==> config.mk <==
export PLATFORM = sky130hd
export DESIGN_NAME = clk_div_ctrl
export DESIGN_NICKNAME = d
export VERILOG_FILES = /design/src/rtl/clk_div_ctrl.sv
export SDC_FILE = /design/constraint.sdc
export NUM_CORES = 1
export LEC_CHECK = 0
export CORE_MARGIN = 2
export CORE_UTILIZATION = 35
export DETAILED_ROUTE_END_ITERATION = 10
export PLACE_DENSITY = 0.56
export SLEW_MARGIN = 20
export SYNTH_ARGS = -nofsm -noshare
export SYNTH_HDL_FRONTEND = slang
export SYNTH_SLANG_ARGS = --single-unit
export TNS_END_PERCENT = 50
==> constraint.sdc <==
create_clock -name clk -period 3.8 [get_ports clk]
set_input_delay 0.76 -clock clk [delete_from_list [all_inputs] [get_ports clk]]
set_output_delay 0.76 -clock clk [all_outputs]
set_load 0.05 [all_outputs]
==> src/rtl/clk_div_ctrl.sv <==
// clk_div_ctrl: programmable clock-enable divider with glitch-free start/stop.
// Emits a one-cycle tick every div_cur cycles and a registered 50%-duty clk_out.
// New ratios arrive over a valid/ready handshake and only take effect on a
// period boundary, so clk_out never produces a short high or low phase.
module clk_div_ctrl #(
  parameter int CNT_W       = 8,
  parameter int DEFAULT_DIV = 2
) (
  input  logic             clk,
  input  logic             reset,
  input  logic             en,
  input  logic             cfg_valid,
  input  logic [CNT_W-1:0] cfg_div,
  output logic             cfg_ready,
  output logic             cfg_err,
  output logic             tick,
  output logic             clk_out,
  output logic [CNT_W-1:0] div_cur,
  output logic             busy
);

  localparam logic [1:0] ST_IDLE  = 2'd0;
  localparam logic [1:0] ST_RUN   = 2'd1;
  localparam logic [1:0] ST_DRAIN = 2'd2;

  localparam logic [CNT_W-1:0] DEFAULT_DIV_W = CNT_W'(DEFAULT_DIV);
  localparam logic [CNT_W-1:0] ONE_W         = CNT_W'(1);

  logic [1:0]       state_q, state_d;
  logic [CNT_W-1:0] cnt_q, cnt_d;
  logic             clk_out_q, clk_out_d;
  logic [CNT_W-1:0] div_cur_q, div_cur_d;
  logic             pend_valid_q, pend_valid_d;
  logic [CNT_W-1:0] pend_div_q, pend_div_d;
  logic             cfg_err_q, cfg_err_d;

  logic             busy_w;
  logic             tick_w;
  logic             accept_w;
  logic [CNT_W-1:0] div_last_w;
  logic [CNT_W-1:0] cfg_val_w;

  // Decode of registered state only; no input reaches an output combinationally.
  always_comb begin
    busy_w     = (state_q == ST_RUN) || (state_q == ST_DRAIN);
    div_last_w = div_cur_q - ONE_W;
    tick_w     = busy_w && (cnt_q == div_last_w);
    accept_w   = cfg_valid && !pend_valid_q;
    cfg_val_w  = (cfg_div == '0) ? ONE_W : cfg_div;
  end

  // Next-state logic: counting, clk_out toggling, run/drain control and ratio updates.
  always_comb begin
    state_d      = state_q;
    cnt_d        = cnt_q;
    clk_out_d    = clk_out_q;
    div_cur_d    = div_cur_q;
    pend_valid_d = pend_valid_q;
    pend_div_d   = pend_div_q;
    cfg_err_d    = accept_w && (cfg_div == '0);

    case (state_q)
      ST_IDLE: begin
        cnt_d     = '0;
        clk_out_d = 1'b0;
        if (accept_w) begin
          div_cur_d = cfg_val_w;
        end
        if (en) begin
          state_d = ST_RUN;
        end
      end

      ST_RUN, ST_DRAIN: begin
        if (tick_w) begin
          cnt_d     = '0;
          clk_out_d = ~clk_out_q;
        end else begin
          cnt_d = cnt_q + ONE_W;
        end

        // A tick coinciding with en falling is still a RUN tick; DRAIN stops
        // only on a tick that returns clk_out from high to low.
        if (state_q == ST_RUN) begin
          if (!en) begin
            state_d = ST_DRAIN;
          end
        end else if (en) begin
          state_d = ST_RUN;
        end else if (tick_w && clk_out_q) begin
          state_d = ST_IDLE;
        end

        // Ratio changes land only on a tick edge so periods are never cut short.
        if (tick_w) begin
          if (accept_w) begin
            div_cur_d = cfg_val_w;
          end else if (pend_valid_q) begin
            div_cur_d    = pend_div_q;
            pend_valid_d = 1'b0;
          end
        end else if (accept_w) begin
          pend_valid_d = 1'b1;
          pend_div_d   = cfg_val_w;
        end
      end

      default: begin
        state_d   = ST_IDLE;
        cnt_d     = '0;
        clk_out_d = 1'b0;
      end
    endcase
  end

  // State registers with synchronous reset that overrides every other input.
  always_ff @(posedge clk) begin
    if (reset) begin
      state_q      <= ST_IDLE;
      cnt_q        <= '0;
      clk_out_q    <= 1'b0;
      div_cur_q    <= DEFAULT_DIV_W;
      pend_valid_q <= 1'b0;
      pend_div_q   <= '0;
      cfg_err_q    <= 1'b0;
    end else begin
      state_q      <= state_d;
      cnt_q        <= cnt_d;
      clk_out_q    <= clk_out_d;
      div_cur_q    <= div_cur_d;
      pend_valid_q <= pend_valid_d;
      pend_div_q   <= pend_div_d;
      cfg_err_q    <= cfg_err_d;
    end
  end

  assign cfg_ready = !pend_valid_q;
  assign cfg_err   = cfg_err_q;
  assign tick      = tick_w;
  assign clk_out   = clk_out_q;
  assign div_cur   = div_cur_q;
  assign busy      = busy_w;

endmodule

======== Word-level counts from Yosys, hierarchy flattened ========
Index checks and enable logic that the tools add are counted.
word-level totals
  output and inout port bits .............. 13
  register bits after elaboration ......... 29
operators by class
  muxes and demuxes ....................... 15
  $add $sub $neg .......................... 2
  bitwise operators ....................... 3
  equality and inequality tests ........... 10
  reduce and logical (&&, ||, !) cells .... 17
operators by type and width
  kind                 count
  $mux 8               5
  $pmux 8 s2           1
  $mux 2               5
  $reduce_and 3->1     3
  $add 8x1->8 const B  1
  $eq 8x8->1           1
  $logic_not 8->1      1
  $ne 2x2->1 const B   4
  $sub 8x1->8 const B  1
  $ne 3x3->1 const B   2
  $logic_and 1x1->1    4
  $ne 4x4->1 const B   1
  $pmux 2 s2           1
  $reduce_and 4->1     1
  $reduce_bool 2->1    2
  $reduce_or 2->1      2
  $mux 1               3
  $not 1->1            3
  $reduce_or 3->1      1
  $eq 2x1->1 const B   1
  $eq 2x2->1 const B   1
  $logic_not 2->1      1
  $logic_not 1->1      1
  $logic_or 1x1->1     1

======== Longest topological paths before layout ========
Gate-level depths: netlist of the first run.
  depth after elaboration ................. 8
  gate-level depth with buffers ........... 14
  gate-level depth less buffers ........... 12

======== Worst setup path after synthesis of the first run ========
Ideal clock, no wire load.
  path type ............................... flip-flop to flip-flop
  start ................................... register div_cur_q[2], in the netlist div_cur[2]
  end ..................................... register pend_div_q[0]
  arrival time ............................ 3.499 ns
  stages on the path, launching flop included .. 12
  library setup time ...................... 0.135 ns
  slack ................................... 0.165 ns
  data required time ...................... 3.665 ns
  cell sequence ........................... dfxtp_1 or3_4 or4_1 a2111o_1 a211oi_4 and2_1 inv_1 ha_1 and2_1 clkbuf_1 nor2_1 a211oi_1
on the way
  word-level cells in the longest chain between the ends .. 5
ends and longest elaborated chain
  element                            RTL line  text
  start, declared                    32        logic [CNT_W-1:0] div_cur_q, div_cur_d;
  start signal, assigned             130       div_cur_q <= div_cur_d;
  $sub 8x1->8                        46        div_last_w = div_cur_q - ONE_W;
  $eq 8x8->1                         47        tick_w = busy_w && (cnt_q == div_last_w);
  $logic_and 1x1->1                  47
  net tick                           16        output logic tick,
  $not 1->1 (no source line)         n/a
  $reduce_and 3->1 (no source line)  n/a
  end signal, assigned               132       pend_div_q <= pend_div_d;
  end, declared                      34        logic [CNT_W-1:0] pend_div_q, pend_div_d;
The timed path passes the listed nets, and every way through them passes these cells.
A chain may end at the register's enable or synchronous reset.

======== Worst setup path in the final report of the first run ========
  start ................................... register div_cur_q[2], in the netlist div_cur[2]
  end ..................................... output port tick
on the way
  word-level cells in the longest chain between the ends .. 3
ends and longest elaborated chain
  element            RTL line
  $sub 8x1->8        46
  $eq 8x8->1         47
  $logic_and 1x1->1  47
  end, declared      16
No other way between the ends.

==> summary.md, run 1 <==
| Metric | Value |
|---|---|
| Synth cell types | 39 |
| Max-Cap Viols | 0 |
| Initial Util | 37.2% |
| Pint | 0.920 mW |
| Fin cells | 278 |
| Pre-Repair DR Iteration Count | 4 |
| Sequential Power Share | 27.6% |
| TritonCTS clock tree | done |
| Syn Std Cell Area | 1650 µm² |
| Share of layout cells above drive strength 1 | 8.85% |
| Gate power share | 57.4% |
| Setup TNS | 0 ns |
| Setup WS pre-CTS | 0.710 ns |
| Deepest clock path buffer count | 2 |
| HPWL after detailed placement | 2.60 mm |
| Startpoint Class | flop |
| Placed inst area | 1960 µm² |
| Vias per Instance | 5.06 |
| GRT Util Overall | 15.0% |
| Number of cell rows | 24 |
| Total CTS buffers | 5 |
| Final instance area | 2040 µm² |
| Slew @ Worst Pin | 0.501 ns |
| Worst skew pair latency | 0.27 ns |
| Fin crit share | 88.8% |
| Setup bufs post-CTS | 0 |
| Worst setup EP type | primary output |
| Fmax | 296 MHz |
| Net Sw Frac | 45.4% |
| Relative slew slack | 66.5% |
| Worst Path Arrival | 2.61 ns |
| Worst hold path type | flop to flop |
| Cells after Synth | 201 |
| Gr ovfl total | 0 |
| Most frequent cells in the layout | 29 x dfxtp_1, 27 x nand2_1, 23 x clkdlybuf4s50_1 |
| Min Hold Slack | 0.456 ns |
| Clock Pin Slew Worst Setup and Hold Paths | 0.06 ns |
| Core area | 4440 µm² |
| Die H | 72.7 µm |
| Initial antenna violation count | 0 |
| Slew Viols, Final | 0 |
| Syn-to-layout area delta | 23.6% |
| Resized Gates After CTS | 0 |
| P_leak | 0.817 nW |
| Initial DRC Count | 54 |
| Detailed-route DRC error count | 0 |
| Clock Power Share | 15.0% |
| Root buf cell | clkbuf_8 |
| Hold buffers post-CTS | 0 |
| Vias in the first global route | 1,321 |
| Via count | 1,406 |
| Seq/Total Area, Yosys | 35.2% |
| Diode count | 0 |
| Ports | 25 |
| Most common cell after layout, fill and taps aside | dfxtp_1 |
| Die area | 5280 µm² |
| CP required | 3.04 ns |
| CTS Sinks | 29 |
| Fin crit period | 3.37 ns |
| Placer congestion estimate | 0.761 |
| Worst setup margin | 0.427 ns |
| Largest net degree at the start of global routing | 23 |
| WL per Instance | 12.9 µm |
| First-pass GRT wire length | 6.14 mm |
| CP Max Fanout | 8 |
| Max IR drop VDD | 496 µV |
| Clk_skew | 0.00606 ns |
| WS Path Type | flop to primary output |
| NetSw | 0.765 mW |
| H-tree depth | 2 |
| Average cell area after synthesis | 8.22 µm² |
| IO Port Bufs | 24 |
| Antenna-violating nets left | 0 |
| Layout Nets | 244 |
| Setup violations, final | 0 |
| Synthesized flop and latch total | 29 |
| Final Hold Viols | 0 |
| Mapped Nets | 219 |
| Ys Warns | 0 |
| Pwr/cell area | 826 nW/µm² |
| Run status | finished clean |
| Inst Count DP | 271 |
| Final wirelength | 3.60 mm |
| RSZ-0062 raised after global routing | false |
| Chip width | 72.7 µm |
critical path, cell delays in order (launching register included):
cell      delay [ns]
dfxtp_1         0.37
or3_4           0.42
or4_1           0.47
a2111o_1        0.46
a211oi_4        0.24
and2_1          0.23
buf_12          0.15
cell usage after synthesis, drive strengths merged:
cell / number / area [µm²]
dfxtp: 29 / 581
nand2: 27 / 101
nor2: 19 / 71.3
a21oi: 15 / 86.3
nand3: 13 / 65.1
inv: 12 / 45.0
clkbuf: 9 / 33.8
xor2: 8 / 70.1
xnor2: 7 / 61.3
a211oi: 6 / 57.6
ha: 6 / 75.1
mux2: 6 / 90.1
nor2b: 6 / 37.5
nor3: 5 / 25.0
and3: 4 / 25.0
nor4: 3 / 18.8
a211o: 2 / 17.5
and2: 2 / 12.5
mux2i: 2 / 20.0
o21ai: 2 / 10.0
o31ai: 2 / 15.0
a2111o: 1 / 11.3
a21o: 1 / 7.51
a221oi: 1 / 8.76
a32o: 1 / 10.0
a41oi: 1 / 8.76
nand2b: 1 / 6.26
nand3b: 1 / 7.51
nand4: 1 / 6.26
nor3b: 1 / 7.51
o211ai: 1 / 7.51
o21a: 1 / 7.51
o21ba: 1 / 10.0
o22ai: 1 / 6.26
o31a: 1 / 8.76
or3: 1 / 11.3
or4: 1 / 7.51
registers in the layout (all words and copies together) (netlist names):
register and count:
cnt_q 8, div_cur 8, pend_div_q 8, state_q 2, cfg_err 1, clk_out 1
pend_valid_q 1
cells by family after synthesis:
| family | after synthesis | synth area share [%] |
|---|---|---|
| buf+inv | 21 | 4.77 |
| simple gates | 85 | 24.4 |
| mux | 8 | 6.67 |
| compound gates | 37 | 16.5 |
| xor+xnor | 15 | 7.95 |
| fa+ha+maj | 6 | 4.55 |
| flops | 29 | 35.2 |
routing by layer:
metal	global-route usage, %	vias to the layer above	share of wire [%]
li1	-	738	-
met1	20.3	630	50
met2	22.8	33	44
met3	3.87	5	4.8
met4	5.56	0	1.1
met5	0	-	0
metrics by stage:
step                utilization (%)  total power, mW
finish                         45.9             1.69
global route                   45.9             1.81
CTS                            45.9             1.71
detailed placement             44.0             1.45
global placement               44.0             1.44
floorplan                         -             1.19
power groups by stage:
stage	Combinational, mW	Clock [mW]	Sequential, mW
floorplan	0.628	0	0.562
CTS	0.978	0.263	0.467
detailed placement	0.972	0	0.474
finish	0.968	0.253	0.465
global placement	0.973	0	0.472
global route	1.06	0.273	0.481
cell type report:
cell class              count  area [µm²]
fillers                   460        2400
multi-input cells         151         992
flip-flops and latches     29         581
repair buffers             27         273
clock buffers               7        86.3
well taps                  52        65.1
inverters                  12        45.0
path summary, 6_finish.rpt:
path	cells past startpoint	startpoint	slack (ns)	to
max	6	div_cur[2]	0.43	tick
min reg2reg	2	pend_div_q[4]	0.46	pend_div_q[4]
min	2	pend_div_q[4]	0.46	pend_div_q[4]
max reg2reg	9	div_cur[2]	0.79	pend_div_q[0]
Power figures use the tool's default switching activity.
==> inputs of run 2 (changes only) <==
--- a/config.mk
+++ b/config.mk
@@ -9,6 +9,7 @@
 export CORE_UTILIZATION = 35
 export DETAILED_ROUTE_END_ITERATION = 10
 export PLACE_DENSITY = 0.56
+export REMOVE_ABC_BUFFERS = 1
 export SLEW_MARGIN = 20
 export SYNTH_ARGS = -nofsm -noshare
 export SYNTH_HDL_FRONTEND = slang
==> run 2 against run 1 <==
Against the previous run:
- routed wire length is 0.31% lower
- cell count is 0.36% higher
- largest power group unchanged
- power is 1.6% higher
- critical path type unchanged
- clock power is 11% higher
- first-iteration DRC count is 20% lower
- highest routed layer unchanged
==> summary.md, run 2 (synthesized netlist as in run 1, its figures left out) <==
| Metric | Value |
|---|---|
| Max IR drop VDD | 399 µV |
| Diode count | 0 |
| Slew @ Worst Pin | 0.530 ns |
| Hold buffers post-CTS | 0 |
| Final wirelength | 3.59 mm |
| Worst Path Arrival | 2.63 ns |
| Setup TNS | 0 ns |
| Initial DRC Count | 43 |
| GRT Util Overall | 15.0% |
| Ports | 25 |
| Fmax | 295 MHz |
| Via count | 1,413 |
| Pwr Total | 1.71 mW |
| Gr ovfl total | 0 |
| R2r setup slk | 0.77 ns |
| Vias per Instance | 5.06 |
| Detailed-route DRC error count | 0 |
| Initial antenna violation count | 0 |
| Run status | finished clean |
| TritonCTS clock tree | done |
| Worst setup EP type | primary output |
| Pwr/cell area | 833 nW/µm² |
| Startpoint Class | flop |
| Setup violations, final | 0 |
| Die area | 5280 µm² |
| Setup bufs post-CTS | 0 |
| Worst hold path type | flop to flop |
| First-pass GRT wire length | 6.31 mm |
| Worst Setup SP | div_cur[2] |
| WL per Instance | 12.9 µm |
| Pre-Repair DR Iteration Count | 4 |
| Inst Count DP | 271 |
| Share of layout cells above drive strength 1 | 9.69% |
| Worst setup margin | 0.411 ns |
| Fin crit share | 89.2% |
| RSZ-0062 raised after global routing | false |
| Initial Util | 37.2% |
| Worst skew pair latency | 0.28 ns |
| Net Sw Frac | 45.0% |
| Pint | 0.942 mW |
| Core area | 4440 µm² |
| Layout Nets | 244 |
| Critical hold path startpoint | pend_div_q[1] |
| Fin cells | 279 |
| NetSw | 0.772 mW |
| Deepest clock path buffer count | 2 |
| Antenna-violating nets left | 0 |
| Most frequent cells in the layout | 29 x dfxtp_1, 27 x nand2_1, 23 x clkdlybuf4s50_1 |
| P_leak | 0.827 nW |
| Syn-to-layout area delta | 24.5% |
| Clock Power Share | 16.3% |
| Resized Gates After CTS | 0 |
| Clk_skew | 0.00594 ns |
| Relative slew slack | 64.6% |
| Total CTS buffers | 5 |
| Max-Cap Viols | 0 |
| Number of cell rows | 24 |
| Largest net degree at the start of global routing | 18 |
| CTS Sinks | 29 |
| Die H | 72.7 µm |
| WS Path Type | flop to primary output |
| H-tree depth | 2 |
| IO Port Bufs | 24 |
| HPWL after detailed placement | 2.63 mm |
| Most common cell after layout, fill and taps aside | dfxtp_1 |
| Clock Pin Slew Worst Setup and Hold Paths | 0.06 ns |
| Chip width | 72.7 µm |
| Root buf cell | clkbuf_8 |
| CP required | 3.04 ns |
| Gate power share | 56.6% |
| Slew Viols, Final | 0 |
| Worst R2R Start | div_cur[2] |
| Vias in the first global route | 1,354 |
| Fin crit period | 3.39 ns |
| Final Hold Viols | 0 |
| CP Max Fanout | 8 |
| Setup WS pre-CTS | 0.701 ns |
| Placer congestion estimate | 0.757 |
| Sequential Power Share | 27.1% |
## run 2: changes by cell type in the layout (fill, tap and decap cells not counted)
| cell | previous run | this run |
|---|---|---|
| clkbuf_1 | 1 | 0 |
| clkbuf_8 | 6 | 7 |
| clkinv_2 | 0 | 1 |
## run 2: path summary, 6_finish.rpt
| path | to | cells after the start |
|---|---|---|
| setup / recovery | tick | 6 |
| hold / removal | pend_div_q[1] | 2 |
| setup reg to reg | pend_div_q[0] | 10 |
| hold reg to reg | pend_div_q[1] | 2 |
## run 2: final cells by class
type / count / area [µm²]
tap: 52 / 65.1
sequential: 29 / 581
fill: 447 / 2390
timing repair buffer: 27 / 273
clock inverter: 1 / 5.00
multi-input combinational: 151 / 992
clock buffer: 7 / 96.3
inverter: 12 / 45.0
## run 2: through the flow
| step | hold slack (ns) | utilization (%) | cell area [µm²] |
|---|---|---|---|
| after CTS | 0.455 | 46.3 | 2060 |
| after floorplan | 0.426 | - | 1620 |
| after global routing | 0.473 | 46.3 | 2060 |
| final | 0.453 | 46.3 | 2060 |
| after global placement | 0.440 | 44.0 | 1960 |
| after detailed placement | 0.446 | 44.0 | 1960 |
## run 2: worst max-delay path: stages, from the launching register on
cell and delay, ns:
dfxtp_1 0.37, or3_4 0.42, or4_1 0.47, a2111o_1 0.46, a211oi_4 0.25, and2_1 0.24
buf_12 0.15
## run 2: metal layers
layer	part of all wire, %	up-vias	GRT usage [%]
met1	50	638	20.6
met3	4.0	2	4.42
met5	0	-	0
met4	0.39	0	3.50
li1	-	742	-
met2	45	31	23.3
## run 2: power by group through the flow
stage / clock network (mW) / registers, mW / logic, mW
2_1_floorplan: 0 / 0.568 / 0.604
3_3_place_gp: 0 / 0.470 / 0.982
3_5_place_dp: 0 / 0.472 / 0.977
4_1_cts: 0.287 / 0.465 / 0.981
5_1_grt: 0.301 / 0.478 / 1.06
6_report: 0.280 / 0.464 / 0.970
